## src/rtl/fir_sample_feeder.sv

```systemverilog
`default_nettype none
// ============================================================================
//  Module      : fir_sample_feeder
//  Description : Buffers upstream samples in a small FIFO and runs them one at
//                a time through an external FIR engine, holding each result
//                until downstream accepts it.
//  Revision    : 1.0 - initial release
// ============================================================================
module fir_sample_feeder #(
    parameter int INPUT_WIDTH = 8,
    parameter int COEF_WIDTH  = 8,
    parameter int NUM_OF_TAPS = 3,
    parameter int FIFO_DEPTH  = 4,
    parameter int RESULT_LAT  = 0,
    parameter int TIMEOUT     = 64,
    localparam int RESULT_WIDTH = INPUT_WIDTH + COEF_WIDTH + NUM_OF_TAPS - 1,
    localparam int LEVEL_WIDTH  = $clog2(FIFO_DEPTH) + 1
) (
    input  logic                           clk,
    input  logic                           rst_n,
    input  logic signed [INPUT_WIDTH-1:0]  s_data,
    input  logic                           s_valid,
    output logic                           s_ready,
    output logic signed [INPUT_WIDTH-1:0]  fir_data,
    output logic                           fir_start,
    input  logic                           fir_done,
    input  logic signed [RESULT_WIDTH-1:0] fir_result,
    output logic signed [RESULT_WIDTH-1:0] m_data,
    output logic                           m_valid,
    input  logic                           m_ready,
    output logic [LEVEL_WIDTH-1:0]         fifo_level,
    output logic                           timeout_err
);

    localparam int PTR_WIDTH = $clog2(FIFO_DEPTH);
    localparam int CNT_MAX   = (TIMEOUT > RESULT_LAT) ? TIMEOUT : RESULT_LAT;
    localparam int CNT_WIDTH = $clog2(CNT_MAX + 1);

    localparam logic [CNT_WIDTH-1:0]   c_timeout_last = CNT_WIDTH'(TIMEOUT - 1);
    localparam logic [CNT_WIDTH-1:0]   c_settle_last  =
        CNT_WIDTH'((RESULT_LAT > 0) ? RESULT_LAT - 1 : 0);
    localparam logic [LEVEL_WIDTH-1:0] c_depth        = LEVEL_WIDTH'(FIFO_DEPTH);

    typedef enum logic [2:0] {
        S_IDLE      = 3'd0,
        S_START     = 3'd1,
        S_WAIT_LOW  = 3'd2,
        S_WAIT_HIGH = 3'd3,
        S_SETTLE    = 3'd4
    } state_t;

    state_t                        r_state;
    logic [CNT_WIDTH-1:0]          r_cnt;
    logic signed [INPUT_WIDTH-1:0] r_mem [FIFO_DEPTH];
    logic [PTR_WIDTH-1:0]          r_wr_ptr;
    logic [PTR_WIDTH-1:0]          r_rd_ptr;
    logic [LEVEL_WIDTH-1:0]        r_level;
    logic                          w_push;
    logic                          w_pop;

    assign fifo_level = r_level;
    assign s_ready    = (r_level < c_depth);
    assign w_push     = s_valid && s_ready;
    // Registered level and m_valid gate the pop: no bypass, and no pop in the
    // cycle a held result is handed off.
    assign w_pop      = (r_state == S_IDLE) && (r_level != '0) && !m_valid;

    always_ff @(posedge clk) begin
        if (w_push) begin
            r_mem[r_wr_ptr] <= s_data;
        end
    end

    always_ff @(posedge clk or negedge rst_n) begin
        if (!rst_n) begin
            r_wr_ptr <= '0;
            r_rd_ptr <= '0;
            r_level  <= '0;
        end else begin
            if (w_push) begin
                r_wr_ptr <= r_wr_ptr + 1'b1;
            end
            if (w_pop) begin
                r_rd_ptr <= r_rd_ptr + 1'b1;
            end
            case ({w_push, w_pop})
                2'b10:   r_level <= r_level + 1'b1;
                2'b01:   r_level <= r_level - 1'b1;
                default: r_level <= r_level;
            endcase
        end
    end

    always_ff @(posedge clk or negedge rst_n) begin
        if (!rst_n) begin
            r_state     <= S_IDLE;
            r_cnt       <= '0;
            fir_data    <= '0;
            fir_start   <= 1'b0;
            m_data      <= '0;
            m_valid     <= 1'b0;
            timeout_err <= 1'b0;
        end else begin
            fir_start <= 1'b0;
            if (m_valid && m_ready) begin
                m_valid <= 1'b0;
            end
            case (r_state)
                S_IDLE: begin
                    if (w_pop) begin
                        fir_data  <= r_mem[r_rd_ptr];
                        fir_start <= 1'b1;
                        r_state   <= S_START;
                    end
                end
                S_START: begin
                    r_cnt   <= '0;
                    r_state <= S_WAIT_LOW;
                end
                S_WAIT_LOW: begin
                    if (!fir_done) begin
                        r_cnt   <= '0;
                        r_state <= S_WAIT_HIGH;
                    end else if (r_cnt == c_timeout_last) begin
                        timeout_err <= 1'b1;
                        r_state     <= S_IDLE;
                    end else begin
                        r_cnt <= r_cnt + 1'b1;
                    end
                end
                S_WAIT_HIGH: begin
                    if (fir_done) begin
                        r_cnt <= '0;
                        if (RESULT_LAT == 0) begin
                            m_data  <= fir_result;
                            m_valid <= 1'b1;
                            r_state <= S_IDLE;
                        end else begin
                            r_state <= S_SETTLE;
                        end
                    end else if (r_cnt == c_timeout_last) begin
                        timeout_err <= 1'b1;
                        r_state     <= S_IDLE;
                    end else begin
                        r_cnt <= r_cnt + 1'b1;
                    end
                end
                S_SETTLE: begin
                    // The engine output may still be moving; sample only on the last settle cycle.
                    if (r_cnt == c_settle_last) begin
                        m_data  <= fir_result;
                        m_valid <= 1'b1;
                        r_cnt   <= '0;
                        r_state <= S_IDLE;
                    end else begin
                        r_cnt <= r_cnt + 1'b1;
                    end
                end
                default: begin
                    r_state <= S_IDLE;
                end
            endcase
        end
    end

endmodule
`default_nettype wire

```

## config.mk

```make
export PLATFORM = sky130hd
export DESIGN_NAME = fir_sample_feeder
export DESIGN_NICKNAME = d
export VERILOG_FILES = /design/src/rtl/fir_sample_feeder.sv
export SDC_FILE = /design/constraint.sdc
export NUM_CORES = 1
export LEC_CHECK = 0
export CORE_ASPECT_RATIO = 0.75
export CORE_MARGIN = 2
export CORE_UTILIZATION = 46
export DETAILED_ROUTE_END_ITERATION = 16
export MAX_ROUTING_LAYER = met4
export PLACE_DENSITY = 0.75
export SETUP_SLACK_MARGIN = 0.4
export SYNTH_ARGS = -nofsm -noshare
export SYNTH_HDL_FRONTEND = slang
export SYNTH_SLANG_ARGS = --single-unit
export TNS_END_PERCENT = 30
```

## constraint.sdc

```tcl
create_clock -name clk -period 2.4 [get_ports clk]
set_input_delay 0.24 -clock clk [delete_from_list [all_inputs] [get_ports clk]]
set_output_delay 0.24 -clock clk [all_outputs]
set_load 0.03 [all_outputs]
```

==> qor.yml <==
insertedDiodeCount: 0
globalplace.congestion: 0.9374
status: "finished clean"
overflow: 0
slew_viol_final: 0
cts_root_buffer: "clkbuf_8"
syn_area_um2: 3354
globalRouteTotalUtil: 0.1907
syn_avg_cell_area_um2: 14.98
synth_top_family_by_area: "multiplexers"
fp.dieH_um: 77.96
critPathMaxFanout: 5
ir_drop_mv: 0.7679
area_delta_synth_final_pct: 32.26
powerDensity_nw_per_um2: 1258
end_kind: "flop"
start_util: 0.4841
synth_seq_cells: 78
cap_violations: 0
slowest_stage: "dfrtp_2"
critical_path_depth: 8
cts-htree-levels: 3
cts-buffers-inserted: 9
clk_pin_slew_ns: 0.08
path_cells: "nor2_4 > nor4b_4 > ha_4 > inv_1 > fa_2 > xor2_1 > nor2_1 > xnor2_1"
first_global_vias: 2180
worstReg2RegStart: "r_state[1]"
maxSlewHeadroom: 0.6099
rows: 26
synthArstFlopShare: 0.5897
total_power_uw: 5583
synthCells: 224
arrival_ns: 2.20
max_freq_ghz: 0.5190
post-route-period-util: 0.8029
core_area_um2: 6929
hp-class: "in -> async"
synthesis.nets: 263
final_nets: 340
drtAntennaViolNets: 0
finalClockSkew_ns: 0.01058
setup-violations-final: 0
path_delay_family: "simple AND/OR/NAND/NOR gates"
antenna_found_initial: 0
grt_max_degree: 34
drt-total-wl_um: 6457
clk_latency_ns: 0.35
wl_per_cell_um: 15.98
yosys-top-cells-area: "dfrtp_1, edfxtp_1, mux2_2"
grt_pass1_wl_um: 10960
grt_setup_unrepaired: "true"
synth_fa_ha_area_frac: 0.03506
dp_hpwl_um: 4532
start_kind: "flop"
seq_area_frac_synth: 0.6296
muxShareOfSynthArea: 0.1540
vias_per_cell: 5.030
ioPinCount: 64
synth_compound_area_frac: 0.06043
drc: 0
die_w_um: 102.6
drt_pass1_iterations: 4
max_stage_delay_ns: 0.45
yosysUniqueCellTypes: 46
r2r_cells: 8
critPathKind: "reg -> reg"
yosysTopAreaCell: "dfrtp_1"
synth_flop_cell: "dfrtp_1"
via_count: 2032
synth_xor_xnor_area_share: 0.02089
hold_violations: 0
startpoint: "r_state[1]"
leakagePower_uw: 0.001768
netlist.area_leader.share: 0.3432
cp.required_ns: 2.68
cts_tree: "done"
synth_warnings: 0
path_buf_inv: 1
synth_edf_count: 32
clk_path_buf_depth: 2
tightest_slew_ns: 0.5851
die_area_um2: 7999
min_period_ns: 1.927
cts_sinks: 78
yosys.area_share.simple: 0.07348
drive_gt1_frac: 0.2484
port_buffers: 63
drt_iter0_drc: 76
tns_ns: 0
-- cell families after synthesis --
kind of cell,count (synthesis)
flip-flops,78
AND/OR/NAND/NOR,44
multiplexers,35
AO/OA/AOI/OAI,29
buffers and inverters,21
adder cells (fa/ha/maj),9
XOR/XNOR,8
-- worst paths after layout --
check	endpoint	slack, ns
worst min register to register	timeout_err	0.48
min in group clk	m_valid	0.48
worst min-delay path	fir_data[5]	0.34
worst max register to register	fifo_level[2]	0.47
max in group asynchronous	fifo_level[1]	1.55
worst max-delay path	fifo_level[2]	0.47
-- timing repair --
item | 4_1_cts | 5_1_grt
setup endpoints to repair | 13 | 8
hold endpoints to repair | 13 | 0
hold buffers | 1 | 0
pin swaps | 0 | 3
gates resized for setup | 2 | 4
buffers inserted | 2 | 3
-- per-layer routing --
| metal | vias to the layer above | global-route usage | share of wire | wire [µm] |
|---|---|---|---|---|
| li1 | 975 | - | - | - |
| met1 | 997 | 0.2666 | 0.49 | 3189 |
| met2 | 51 | 0.2673 | 0.44 | 2871 |
| met3 | 9 | 0.06036 | 0.047 | 305 |
| met4 | 0 | 0.06000 | 0.014 | 91 |
| met5 | - | - | 0 | 0 |
-- state kept, by name (all words and copies together), names as in the netlist --
register	count
fifo_level	3
fir_data	8
fir_start	1
m_data	18
m_valid	1
r_cnt	7
r_mem	32
r_rd_ptr	2
r_state	3
r_wr_ptr	2
timeout_err	1
-- Yosys cell counts, types with 2 or more instances --
| library cell | number |
|---|---|
| a21oi_1 | 9 |
| ha_1 | 7 |
| o21ai_0 | 7 |
| nand2_1 | 17 |
| mux4_2 | 8 |
| a211oi_1 | 2 |
| inv_1 | 14 |
| buf_2 | 2 |
| edfxtp_1 | 32 |
| xor2_1 | 3 |
| nor2b_1 | 3 |
| and2_1 | 4 |
| clkbuf_1 | 3 |
| dfrtp_1 | 46 |
| nor2_1 | 6 |
| mux2_2 | 17 |
| mux2_4 | 9 |
| xnor2_1 | 5 |
| and3_1 | 3 |
-- layout by cell type (no fill, tap or decap), types with 2 or more instances in the layout --
cell             Yosys  final
mux4_2               8      8
clkinvlp_4           0      2
nor2_1               6      5
nor2b_1              3      3
mux2_4               9      9
nand2_1             17     17
ha_1                 7      6
a211oi_1             2      2
dfrtp_2              0      4
xnor2_1              5      5
and3_1               3      3
a21oi_1              9      9
and2_1               4      4
o21ai_0              7      7
clkdlybuf4s50_1      0     62
inv_1               14     14
buf_4                0      7
mux2_2              17     17
buf_12               0      2
edfxtp_1            32     32
clkbuf_8             0      9
nor3_4               1      3
dfrtp_1             46     42
xor2_1               3      3
-- cell type report --
type | instances | area, µm²
well taps | 98 | 122.6
multi-input cells | 125 | 1226
inverters | 14 | 52.55
repair buffers | 73 | 728.2
clock buffers | 10 | 127.6
fillers | 527 | 2492
flip-flops and latches | 78 | 2117
clock inverters | 6 | 62.56
-- power breakdown --
part / internal (µW) / switching [µW]
registers: 1810 / 328
clock network: 477 / 483
logic: 1240 / 1250
-- metrics by stage --
step,utilization,area (µm²),hold slack [ns],instances,worst slack (ns)
after detailed placement,0.5997,4155,0.1840,382,0.3230
after CTS,0.6343,4395,0.3448,401,0.3506
final,0.6403,4437,0.3371,404,0.4731
after floorplan,-,3413,-0.05559,224,0.3654
after global placement,0.5997,4155,0.1823,382,0.3773
after global routing,0.6403,4437,0.3382,404,0.3694
-- worst reg2reg max path: cells and delay by family (launching register included) --
kind / cells / cell delay (ns)
and+or+nand+nor: 3 / 0.55
buffers and inverters: 1 / 0.05
adders and majority gates: 2 / 0.53
DFF: 1 / 0.45
xor gates and xnor gates: 2 / 0.28
No activity file was read; power rests on OpenSTA's default activity.
